$ cat config.mk
export PLATFORM = sky130hd
export DESIGN_NAME = skynet_div_seq_20s11s
export DESIGN_NICKNAME = d
export VERILOG_FILES = /design/src/rtl/skynet_div_seq_20s11s.sv
export SDC_FILE = /design/constraint.sdc
export NUM_CORES = 1
export LEC_CHECK = 0
export CORE_UTILIZATION = 57
export DETAILED_ROUTE_END_ITERATION = 10
export PLACE_DENSITY = 0.89
export SYNTH_ARGS = -nofsm -noshare
export SYNTH_HDL_FRONTEND = slang
export SYNTH_SLANG_ARGS = --single-unit
$ cat constraint.sdc
create_clock -name ap_clk -period 2.5 [get_ports ap_clk]
set_input_delay 0.625 -clock ap_clk [delete_from_list [all_inputs] [get_ports ap_clk]]
set_output_delay 0.625 -clock ap_clk [all_outputs]
set_load 0.01 [all_outputs]
$ cat src/rtl/skynet_div_seq_20s11s.sv
// Sequential signed divider: 20-bit dividend / 11-bit divisor, restoring
// algorithm one bit per cycle, quotient saturated to 9 bits signed.
// Valid/ready handshake on both sides; one operation in flight at a time.
module skynet_div_seq_20s11s #(
    parameter int DIVIDEND_W = 20,
    parameter int DIVISOR_W  = 11,
    parameter int QUOT_W     = 9
) (
    input  logic                  ap_clk,
    input  logic                  ap_rst_n,
    input  logic                  in_valid,
    output logic                  in_ready,
    input  logic [DIVIDEND_W-1:0] dividend,
    input  logic [DIVISOR_W-1:0]  divisor,
    output logic                  out_valid,
    input  logic                  out_ready,
    output logic [QUOT_W-1:0]     quotient,
    output logic [DIVISOR_W-1:0]  remainder,
    output logic                  ovf,
    output logic                  dz
);

    typedef enum logic [1:0] {
        IDLE = 2'd0,
        CALC = 2'd1,
        FIX  = 2'd2,
        DONE = 2'd3
    } state_t;

    localparam int CNT_W = $clog2(DIVIDEND_W + 1);

    // Saturation limits of the signed quotient
    localparam logic [QUOT_W-1:0] Q_MAX = {1'b0, {(QUOT_W-1){1'b1}}};
    localparam logic [QUOT_W-1:0] Q_MIN = {1'b1, {(QUOT_W-1){1'b0}}};
    localparam logic [DIVIDEND_W:0] Q_MAX_W = {{(DIVIDEND_W-QUOT_W+2){1'b0}}, {(QUOT_W-1){1'b1}}};
    localparam logic [DIVIDEND_W:0] Q_MIN_MAG = {{(DIVIDEND_W-QUOT_W+1){1'b0}}, 1'b1, {(QUOT_W-1){1'b0}}};

    state_t state, state_nxt;

    logic                  sign_a;
    logic                  sign_b;
    logic                  div_zero;
    logic [DIVISOR_W:0]    dmag;      // |divisor|, one extra bit so -1024 fits
    logic [DIVIDEND_W:0]   mag_q;     // |dividend| shifting out, quotient shifting in
    logic [DIVISOR_W-1:0]  r_sh;      // partial remainder magnitude, always < |divisor|
    logic [CNT_W-1:0]      cnt;

    logic [DIVIDEND_W:0]   amag;
    logic [DIVISOR_W:0]    bmag;
    logic [DIVISOR_W:0]    trial;
    logic                  trial_ge;
    logic [DIVISOR_W-1:0]  trial_sub;
    logic [QUOT_W-1:0]     fix_q;
    logic [DIVISOR_W-1:0]  fix_r;
    logic                  fix_ovf;

    // State register
    always_ff @(posedge ap_clk or negedge ap_rst_n) begin
        if (!ap_rst_n) state <= IDLE;
        else           state <= state_nxt;
    end

    // Next-state and handshake outputs
    always_comb begin
        state_nxt = state;
        in_ready  = 1'b0;
        out_valid = 1'b0;
        case (state)
            IDLE: begin
                in_ready = 1'b1;
                if (in_valid) state_nxt = CALC;
            end
            CALC: if (cnt == '0) state_nxt = FIX;
            FIX:  state_nxt = DONE;
            DONE: begin
                out_valid = 1'b1;
                if (out_ready) state_nxt = IDLE;
            end
            default: state_nxt = IDLE;
        endcase
    end

    // Operand magnitudes at one extra bit so the most negative values do not wrap
    always_comb begin
        amag = dividend[DIVIDEND_W-1] ? -{dividend[DIVIDEND_W-1], dividend}
                                      :  {dividend[DIVIDEND_W-1], dividend};
        bmag = divisor[DIVISOR_W-1]   ? -{divisor[DIVISOR_W-1], divisor}
                                      :  {divisor[DIVISOR_W-1], divisor};
    end

    // One restoring step: bring down the next dividend bit and try to subtract.
    // The subtraction is done modulo 2^DIVISOR_W; when it succeeds the true
    // difference is below |divisor| and therefore fits.
    always_comb begin
        trial     = {r_sh, mag_q[DIVIDEND_W-1]};
        trial_ge  = (trial >= dmag);
        trial_sub = trial[DIVISOR_W-1:0] - dmag[DIVISOR_W-1:0];
    end

    // Sign application and saturation for the final result
    always_comb begin
        fix_q   = '0;
        fix_ovf = 1'b0;
        fix_r   = sign_a ? -r_sh : r_sh;
        if (div_zero) begin
            fix_q = sign_a ? Q_MIN : Q_MAX;
            fix_r = '0;
        end else if (sign_a ^ sign_b) begin
            if (mag_q > Q_MIN_MAG) begin
                fix_q   = Q_MIN;
                fix_ovf = 1'b1;
            end else begin
                fix_q = -mag_q[QUOT_W-1:0];
            end
        end else begin
            if (mag_q > Q_MAX_W) begin
                fix_q   = Q_MAX;
                fix_ovf = 1'b1;
            end else begin
                fix_q = mag_q[QUOT_W-1:0];
            end
        end
    end

    // Datapath: operand capture, iteration, and output registers
    always_ff @(posedge ap_clk or negedge ap_rst_n) begin
        if (!ap_rst_n) begin
            sign_a    <= 1'b0;
            sign_b    <= 1'b0;
            div_zero  <= 1'b0;
            dmag      <= '0;
            mag_q     <= '0;
            r_sh      <= '0;
            cnt       <= '0;
            quotient  <= '0;
            remainder <= '0;
            ovf       <= 1'b0;
            dz        <= 1'b0;
        end else begin
            case (state)
                IDLE: if (in_valid) begin
                    sign_a   <= dividend[DIVIDEND_W-1];
                    sign_b   <= divisor[DIVISOR_W-1];
                    div_zero <= (divisor == '0);
                    dmag     <= bmag;
                    mag_q    <= amag;
                    r_sh     <= '0;
                    cnt      <= CNT_W'(DIVIDEND_W);
                end
                CALC: if (cnt != '0) begin
                    mag_q <= {1'b0, mag_q[DIVIDEND_W-2:0], trial_ge};
                    r_sh  <= trial_ge ? trial_sub : trial[DIVISOR_W-1:0];
                    cnt   <= cnt - 1'b1;
                end
                FIX: begin
                    quotient  <= fix_q;
                    remainder <= fix_r;
                    ovf       <= fix_ovf;
                    dz        <= div_zero;
                end
                default: ;
            endcase
        end
    end

endmodule

-- Word level (Yosys, flattened, before mapping)
Cells that the tools add are included.
- bits in registers: 76
- latch bits: 0
- RAM bits: 0
- bits in read-only memories: 0
- output and inout port bits: 24
- memories kept: 0
- add/sub/neg operators: 6
- $mul: 0
- div/mod/pow operators: 0
- magnitude comparators: 3
- eq/ne operators: 7
- shift operators: 0
- muxes and demuxes: 29
- bitwise gates (word level): 1
- reductions and logical operators: 8
- operator list (kind ; number):
    two-way mux 21 bit ; 3
    two-way mux 11 bit ; 5
    two-way mux 9 bit ; 5
    case mux 21 bit (2 select lines) ; 1
    case mux 11 bit (2 select lines) ; 1
    > comparator 21 x 8 -> 1 bit, second input constant ; 1
    > comparator 21 x 9 -> 1 bit, second input constant ; 1
    negator 21 bit ; 1
    >= comparator 12 bit ; 1
    two-way mux 12 bit ; 1
    negator 12 bit ; 1
    logical NOT 11 bit ; 1
    negator 11 bit ; 1
    subtractor 11 bit ; 1
    two-way mux 5 bit ; 2
    case mux 5 bit (2 select lines) ; 1
    negator 9 bit ; 1
    != test 2 bit, second input constant ; 4
    case mux 2 bit (4 select lines) ; 1
    two-way mux 1 bit ; 6
    two-way mux 2 bit ; 3
    AND reduction 3 bit ; 2
    logical NOT 5 bit ; 1
    nonzero test 5 bit ; 1
    7 further kinds ; 8

-- Depth between registers and ports, before layout
Gate-level depths: netlist of run 1.
- depth after elaboration: 4
- gate-level depth with buffers: 10
- gate-level depth less buffers: 9

-- Worst setup path after synthesis of run 1
Ideal clock, no wire load.
- path type: input-to-reg
- start: in dividend[3]
- end: reg mag_q[16]
- data arrival time: 2.068 ns
- path slack: 0.298 ns
- stages: 6
- path buffers: 0
- cells stage by stage: or3_4 > or3b_2 > o31ai_4 > nand2_1 > xnor2_1 > a21oi_1
- longest elaborated chain between the ends: 4
- RTL lines (element ; line ; RTL):
    start, declared ; 13 ; input logic [DIVIDEND_W-1:0] dividend,
    negator 21 bit ; 85 ; amag = dividend[DIVIDEND_W-1] ? -{dividend[DIVIDEND_W-1], dividend}
    two-way mux 21 bit ; 85 ;
    two-way mux 21 bit ; 141 ; IDLE: if (in_valid) begin
    case mux 21 bit (2 select lines) ; 140 ; case (state)
    end signal, assigned ; 146 ; mag_q <= amag;
    end signal, assigned ; 151 ; mag_q <= {1'b0, mag_q[DIVIDEND_W-2:0], trial_ge};
    end, declared ; 44 ; logic [DIVIDEND_W:0] mag_q;
Every way passes these cells. The select of a mux whose other input is x is not followed.
A chain may end at the register's enable or synchronous reset.

-- Final worst setup path of run 1
- start: reg state[1]
- end: out in_ready
- longest elaborated chain between the ends: 2
- RTL lines (element ; line ; RTL):
    start, declared ; 38 ; state_t state, state_nxt;
    start signal, assigned ; 60 ; else state <= state_nxt;
    logical NOT 2 bit ; 68 ; case (state)
    two-way mux 1 bit ; 68 ;
    end, declared ; 12 ; output logic in_ready,
Every way passes these cells.

==> results.sh, run 1 <==
export IMPL_reg2reg_depth=8
export IMPL_nFillCells=608
export IMPL_initial_core_util_pct=59.7
export IMPL_drtAntennaViolNets=0
export IMPL_worst_slack_ps=113
export IMPL_via_count=4641
export IMPL_p_seq_share_pct=30.4
export IMPL_multi_input_area_um2=2820
export IMPL_drtPass1Iterations=5
export IMPL_cts_setup_buffers=0
export IMPL_drt_iter0_drc=391
export IMPL_timing_hold_ws_ps=290
export IMPL_synth_warnings=0
export IMPL_syn_avg_cell_area_um2=8.68
export IMPL_period_minus_slack_ps=2390
export IMPL_startpoint_type="flip-flop"
export IMPL_rows=33
export IMPL_slowest_stage="clkdlybuf4s50_1"
export IMPL_place_ws_ps=-271
export IMPL_antenna_found_initial=0
export IMPL_synth_area_leaders="dfrtp_1 (38%), ha_1 (5.8%), o21ai_0 (5.7%)"
export IMPL_max_vdd_ir_drop_uv=770
export IMPL_fp_coreArea_um2=8340
export IMPL_die_x_um=95.4
export IMPL_port_buffers=58
export IMPL_path_buf_inv=2
export IMPL_p_sw_share_pct=44.6
export IMPL_avgRoutedWirePerCell_um=16.3
export IMPL_final_max_slew_viol_count=0
export IMPL_gr_total_overflow=0
export IMPL_crit_chain="inv_1 -> ha_1 -> clkdlybuf4s50_1"
export IMPL_syn_num_nets=632
export IMPL_min_period_over_period_pct=95.5
export IMPL_fp_dieH_um=95.4
export IMPL_cp_max_fo=8
export IMPL_slew_headroom_pct=49.6
export IMPL_areaGrowthSynthToFinish_pct=20.2
export IMPL_internal_power_mw=4.10
export IMPL_cts_sink_count=76
export IMPL_stdcell_count=745
export IMPL_worst_path_stages=3
export IMPL_synth_edf_count=0
export IMPL_critPathKind="flip-flop to primary output"
export IMPL_htreeDepth=3
export IMPL_grt_pass1_vias=4423
export IMPL_fp_dieArea_um2=9110
export IMPL_place_hpwl_um=8780
export IMPL_holdCritPathClass="primary input to asynchronous set/reset pin"
export IMPL_io_pins=59
export IMPL_synthDistinctLibCells=58
export IMPL_yosys_area_top_type="dfrtp_1"
export IMPL_cts_tree="done"
export IMPL_switchingPower_mw=3.30
export IMPL_status="completed"
export IMPL_setup_viol_count_final=0
export IMPL_fin_setup_tns_ps=0
export IMPL_grt_pass1_wl_um=19800
export IMPL_final_area_um2=5980
export IMPL_cp_required_ps=1880
export IMPL_end_kind="primary output"
export IMPL_finalClockSkew_ps=11.8
export IMPL_cts_buffers=9
export IMPL_wirelength_um=12100
export IMPL_synth_top_area_share_pct=38.2
export IMPL_reg2reg_from="r_sh[8]"
export IMPL_combPwrFrac_pct=56.2
export IMPL_drive_above_1_share_pct=7.97
export IMPL_dp_cells=730
export IMPL_nets=695
export IMPL_gp_congestion=0.978
export IMPL_n_antenna_cell=0
export IMPL_r2r_end="r_sh[8]"
export IMPL_rrSetupSlack_ps=160
export IMPL_power_share_clock_pct=13.5
export IMPL_slowest_delay_ps=590
export IMPL_critPathTopFamily="buffers and inverters"
export IMPL_endpoint="in_ready"
export IMPL_worst_pin_slew_ps=750
export IMPL_finalHoldViolations=0
export IMPL_p_leak_nw=2.61
export IMPL_post_route_drc_count=0
export IMPL_powerDensity_nw_per_um2=1240
export IMPL_max_cap_violations=0
export IMPL_synth_seq_cells=76
export IMPL_clk_pin_slew_ps=80
export IMPL_clk_latency_ps=350
export IMPL_ys_seq_area_share_pct=38.2
export IMPL_syn_inst=573
export IMPL_cts_buffer_depth=2
export IMPL_place_area_um2=5770
export IMPL_root_buffer="clkbuf_8"
export IMPL_final_seq_area_um2=1900
export IMPL_syn_area_um2=4980
export IMPL_rsz0062_at_grt="false"
export IMPL_viasPerCell=6.23
export IMPL_grt_start_max_net_pins=77
export IMPL_critPathLaunch="state[1]"
export IMPL_synth_main_ff_cell="dfrtp_1"
export IMPL_grt_usage_pct=27.7
export IMPL_cp_arrival_ps=1760
export IMPL_synth_async_sr_flop_share_pct=100
export IMPL_fmax_mhz=419
[logic make-up (layout without fill, tap and decap cells)]
group	count (synthesis)	after routing	synth area share (%)
AO/OA/AOI/OAI	168	168	22.2
XOR/XNOR	44	44	7.74
adder cells (fa/ha/maj)	24	24	6.19
buffers and inverters	70	137	5.36
flip-flops	76	76	38.2
multiplexers	11	11	2.29
AND/OR/NAND/NOR	180	180	18.0
[through the flow]
step / power, mW / util (%)
2_1_floorplan: 4.98 / -
3_3_place_gp: 6.02 / 69.2
3_5_place_dp: 6.28 / 69.2
4_1_cts: 7.32 / 71.6
5_1_grt: 7.95 / 71.7
6_report: 7.40 / 71.7
[routing by layer]
layer / global-route usage [%] / part of all wire [%]
met1: 34.8 / 43
met2: 47.5 / 50
met3: 4.63 / 5.4
met4: 10.8 / 1.8
met5: 0 / 0
[cell usage in the layout, fill, tap and decap left out, drive strengths merged, types with 8 or more instances in the layout]
master / synthesis / layout
clkbuf: 26 / 10
clkdlybuf4s50: 0 / 57
or3: 10 / 10
a21oi: 21 / 21
buf: 3 / 24
nand2: 54 / 54
o31ai: 13 / 13
nand3: 29 / 29
xnor2: 16 / 16
nor2b: 10 / 10
o22ai: 15 / 15
a22oi: 12 / 12
dfrtp: 76 / 76
xor2: 28 / 28
nor2: 33 / 33
mux2i: 8 / 8
o21ai: 59 / 59
inv: 41 / 41
ha: 23 / 23
[cell usage after synthesis, drive strengths merged (8+ instances only)]
library cell  number
or3               10
dfrtp             76
ha                23
o31ai             13
xnor2             16
clkbuf            26
o21ai             59
nor2b             10
nand2             54
nor2              33
mux2i              8
a21oi             21
a22oi             12
inv               41
nand3             29
o22ai             15
xor2              28
[flip-flops by register name, indices dropped and copies added, names as in the netlist]
register   flops
r_sh          11
cnt            5
quotient       9
div_zero       1
ovf            1
sign_a         1
dz             1
sign_b         1
dmag          12
state          2
remainder     11
mag_q         21
[power by group through the flow]
stage,Sequential [mW],Combinational [mW],Clock (mW)
6_report,2.25,4.16,0.996
5_1_grt,2.31,4.58,1.06
4_1_cts,2.23,4.08,1.01
3_5_place_dp,2.25,4.03,0
3_3_place_gp,2.21,3.82,0
2_1_floorplan,2.14,2.84,0
[what timing repair did]
action                                  CTS  global route
endpoints found under the setup margin    0            21
hold buffers                              0             0
gates resized for setup                   0             5
hold endpoints to repair                  0             0
[how the worst min path moves through the flow]
stage | from | end | slack (ps) | cells after the start
after floorplan | ap_rst_n | cnt[0] | 330 | 0
after global placement | dmag[6] | dmag[6] | 460 | 2
after detailed placement | dmag[10] | dmag[10] | 470 | 2
after CTS | ap_rst_n | mag_q[10] | 310 | 2
after global routing | ap_rst_n | remainder[2] | 310 | 2
final | ap_rst_n | remainder[4] | 290 | 2
[layout make-up]
cell class | count | area share, %
clock buffer | 10 | 2.13
sequential | 76 | 31.8
clock inverter | 5 | 1.30
tap | 105 | 2.20
multi-input combinational | 427 | 47.1
timing repair buffer | 81 | 12.9
inverter | 41 | 2.57
[worst register-to-register path: cells and delay by family (launching register included)]
family | cells | cell delay (ps)
multiplexers | 1 | 220
adder cells (fa/ha/maj) | 1 | 400
flip-flops | 1 | 460
buffers and inverters | 1 | 260
AO/OA/AOI/OAI | 5 | 880
No activity file was read; power rests on OpenSTA's default activity.
==> run 2, diff against run 1 <==
==> constraint.sdc (replaced) <==
create_clock -name ap_clk -period 2.5 [get_ports ap_clk]
set_input_delay 0.625 -clock ap_clk [delete_from_list [all_inputs] [get_ports ap_clk]]
set_output_delay 0.625 -clock ap_clk [all_outputs]
set_load 0.02 [all_outputs]
==> run 2 against run 1 <==
Net effect: critical path depth unchanged; first-iteration DRC count decreased by 0.51%; final area about the same; sequential share of layout area about the same; fmax about the same; via count increased by 0.56%; largest cell class unchanged; die area unchanged; hold slack improved by 2.3 ps; routed wire length increased by 0.39%.
==> results.sh, run 2 (synthesis gave the netlist of run 1 again) <==
export IMPL_status="completed"
export IMPL_gr_total_overflow=0
export IMPL_clk_latency_ps=350
export IMPL_setup_viol_count_final=0
export IMPL_top_layer="met4"
export IMPL_finalHoldViolations=0
export IMPL_powerDensity_nw_per_um2=1260
export IMPL_layout_commonest_cell="dfrtp_1"
export IMPL_n_antenna_cell=0
export IMPL_cts_tree="done"
export IMPL_fp_dieH_um=95.4
export IMPL_grt_start_max_net_pins=77
export IMPL_areaGrowthSynthToFinish_pct=20.3
export IMPL_nets=695
export IMPL_final_core_util_pct=71.8
export IMPL_root_buffer="clkbuf_8"
export IMPL_grt_pass1_vias=4423
export IMPL_reg2reg_from="r_sh[8]"
export IMPL_critPathLaunch="state[1]"
export IMPL_rows=33
export IMPL_rsz0062_at_grt="false"
export IMPL_ctsHoldBuffers=0
export IMPL_dp_cells=730
export IMPL_port_buffers=58
export IMPL_post_route_drc_count=0
export IMPL_drt_iter0_drc=389
export IMPL_period_minus_slack_ps=2390
export IMPL_fp_coreArea_um2=8340
export IMPL_cp_max_fo=8
export IMPL_cts_sink_count=76
export IMPL_wl_met2_um=6070
export IMPL_grt_usage_pct=27.7
export IMPL_critPathKind="flip-flop to primary output"
export IMPL_htreeDepth=3
export IMPL_p_leak_nw=2.61
export IMPL_worst_slack_ps=113
export IMPL_max_vdd_ir_drop_uv=773
export IMPL_cts_buffer_depth=2
export IMPL_nFillCells=608
export IMPL_wirelength_um=12200
export IMPL_regMostFlops="mag_q"
export IMPL_finalClockSkew_ps=12.6
export IMPL_place_ws_ps=-271
export IMPL_fmax_mhz=419
export IMPL_final_max_slew_viol_count=0
export IMPL_cts_buffers=9
export IMPL_min_period_over_period_pct=95.5
export IMPL_cts_setup_buffers=0
export IMPL_cp_required_ps=1880
export IMPL_largest_reg_flops=21
export IMPL_end_kind="primary output"
export IMPL_holdCritPathClass="primary input to asynchronous set/reset pin"
export IMPL_drtPass1Iterations=5
export IMPL_avgRoutedWirePerCell_um=16.4
export IMPL_startpoint_type="flip-flop"
export IMPL_final_cell_mix="dfrtp_1 (76), o21ai_0 (57), clkdlybuf4s50_1 (57)"
export IMPL_clk_pin_slew_ps=80
export IMPL_drive_above_1_share_pct=8.13
export IMPL_initial_core_util_pct=59.7
export IMPL_place_area_um2=5770
export IMPL_via_count=4667
export IMPL_r2r_end="r_sh[8]"
export IMPL_wl_met3_um=674
export IMPL_drt_met1_wl_um=5210
export IMPL_place_hpwl_um=8780
export IMPL_cp_arrival_ps=1760
export IMPL_gp_congestion=0.978
export IMPL_rrSetupSlack_ps=160
export IMPL_reg2reg_depth=8
export IMPL_final_area_um2=5990
export IMPL_antenna_found_initial=0
export IMPL_max_cap_violations=0
export IMPL_slew_headroom_pct=49.0
export IMPL_viasPerCell=6.26
export IMPL_die_x_um=95.4
export IMPL_grt_pass1_wl_um=19800
export IMPL_ctsResizeCount=0
export IMPL_top_regs="mag_q (21), dmag (12)"
export IMPL_fp_dieArea_um2=9110
export IMPL_drtAntennaViolNets=0
export IMPL_stdcell_count=745
export IMPL_io_pins=59
export IMPL_power_total_mw=7.53
export IMPL_worst_pin_slew_ps=759
## run 2: cell counts in the layout (fill, tap and decap cells not counted)
No cell type changed its count.
## run 2: routing by layer
metal,vias to the layer above,GRT usage [%]
li1,2191,-
met1,2250,34.8
met2,199,47.5
met3,27,4.63
met4,0,10.8
met5,-,0
## run 2: how the worst max path moves through the flow
stage / slack [ps] / cells past startpoint / end
floorplan: 300 / 6 / mag_q[16]
global placement: -210 / 7 / mag_q[16]
detailed placement: -270 / 7 / mag_q[18]
CTS: 50 / 3 / in_ready
global route: 30 / 9 / r_sh[10]
finish: 110 / 3 / in_ready
## run 2: metrics by stage
| stage | hold WS (ps) | TNS [ps] |
|---|---|---|
| 2_1_floorplan | 329 | 0 |
| 3_3_place_gp | 464 | -1380 |
| 3_5_place_dp | 473 | -2150 |
| 4_1_cts | 314 | 0 |
| 5_1_grt | 309 | 0 |
| 6_report | 292 | 0 |
## run 2: area by class of cell
type	count	area, um^2	area share [%]
clock buffer	10	128	2.13
clock inverter	5	77.6	1.30
inverter	41	154	2.57
multi-input combinational	427	2820	47.1
sequential	76	1900	31.8
tap	105	131	2.19
timing repair buffer	81	773	12.9
## run 2: worst max-delay path: stages (launching register included)
cell and delay, ps:
dfrtp_1 410, inv_1 110, ha_2 260, clkdlybuf4s50_1 620
## run 2: power breakdown
| part | internal (mW) | leakage (nW) | total [mW] | switching [mW] |
|---|---|---|---|---|
| registers | 1.73 | 0.953 | 2.25 | 0.522 |
| logic | 1.83 | 1.55 | 4.29 | 2.46 |
| clock network | 0.553 | 0.102 | 1.00 | 0.446 |
| total | 4.11 | 2.61 | 7.53 | 3.43 |
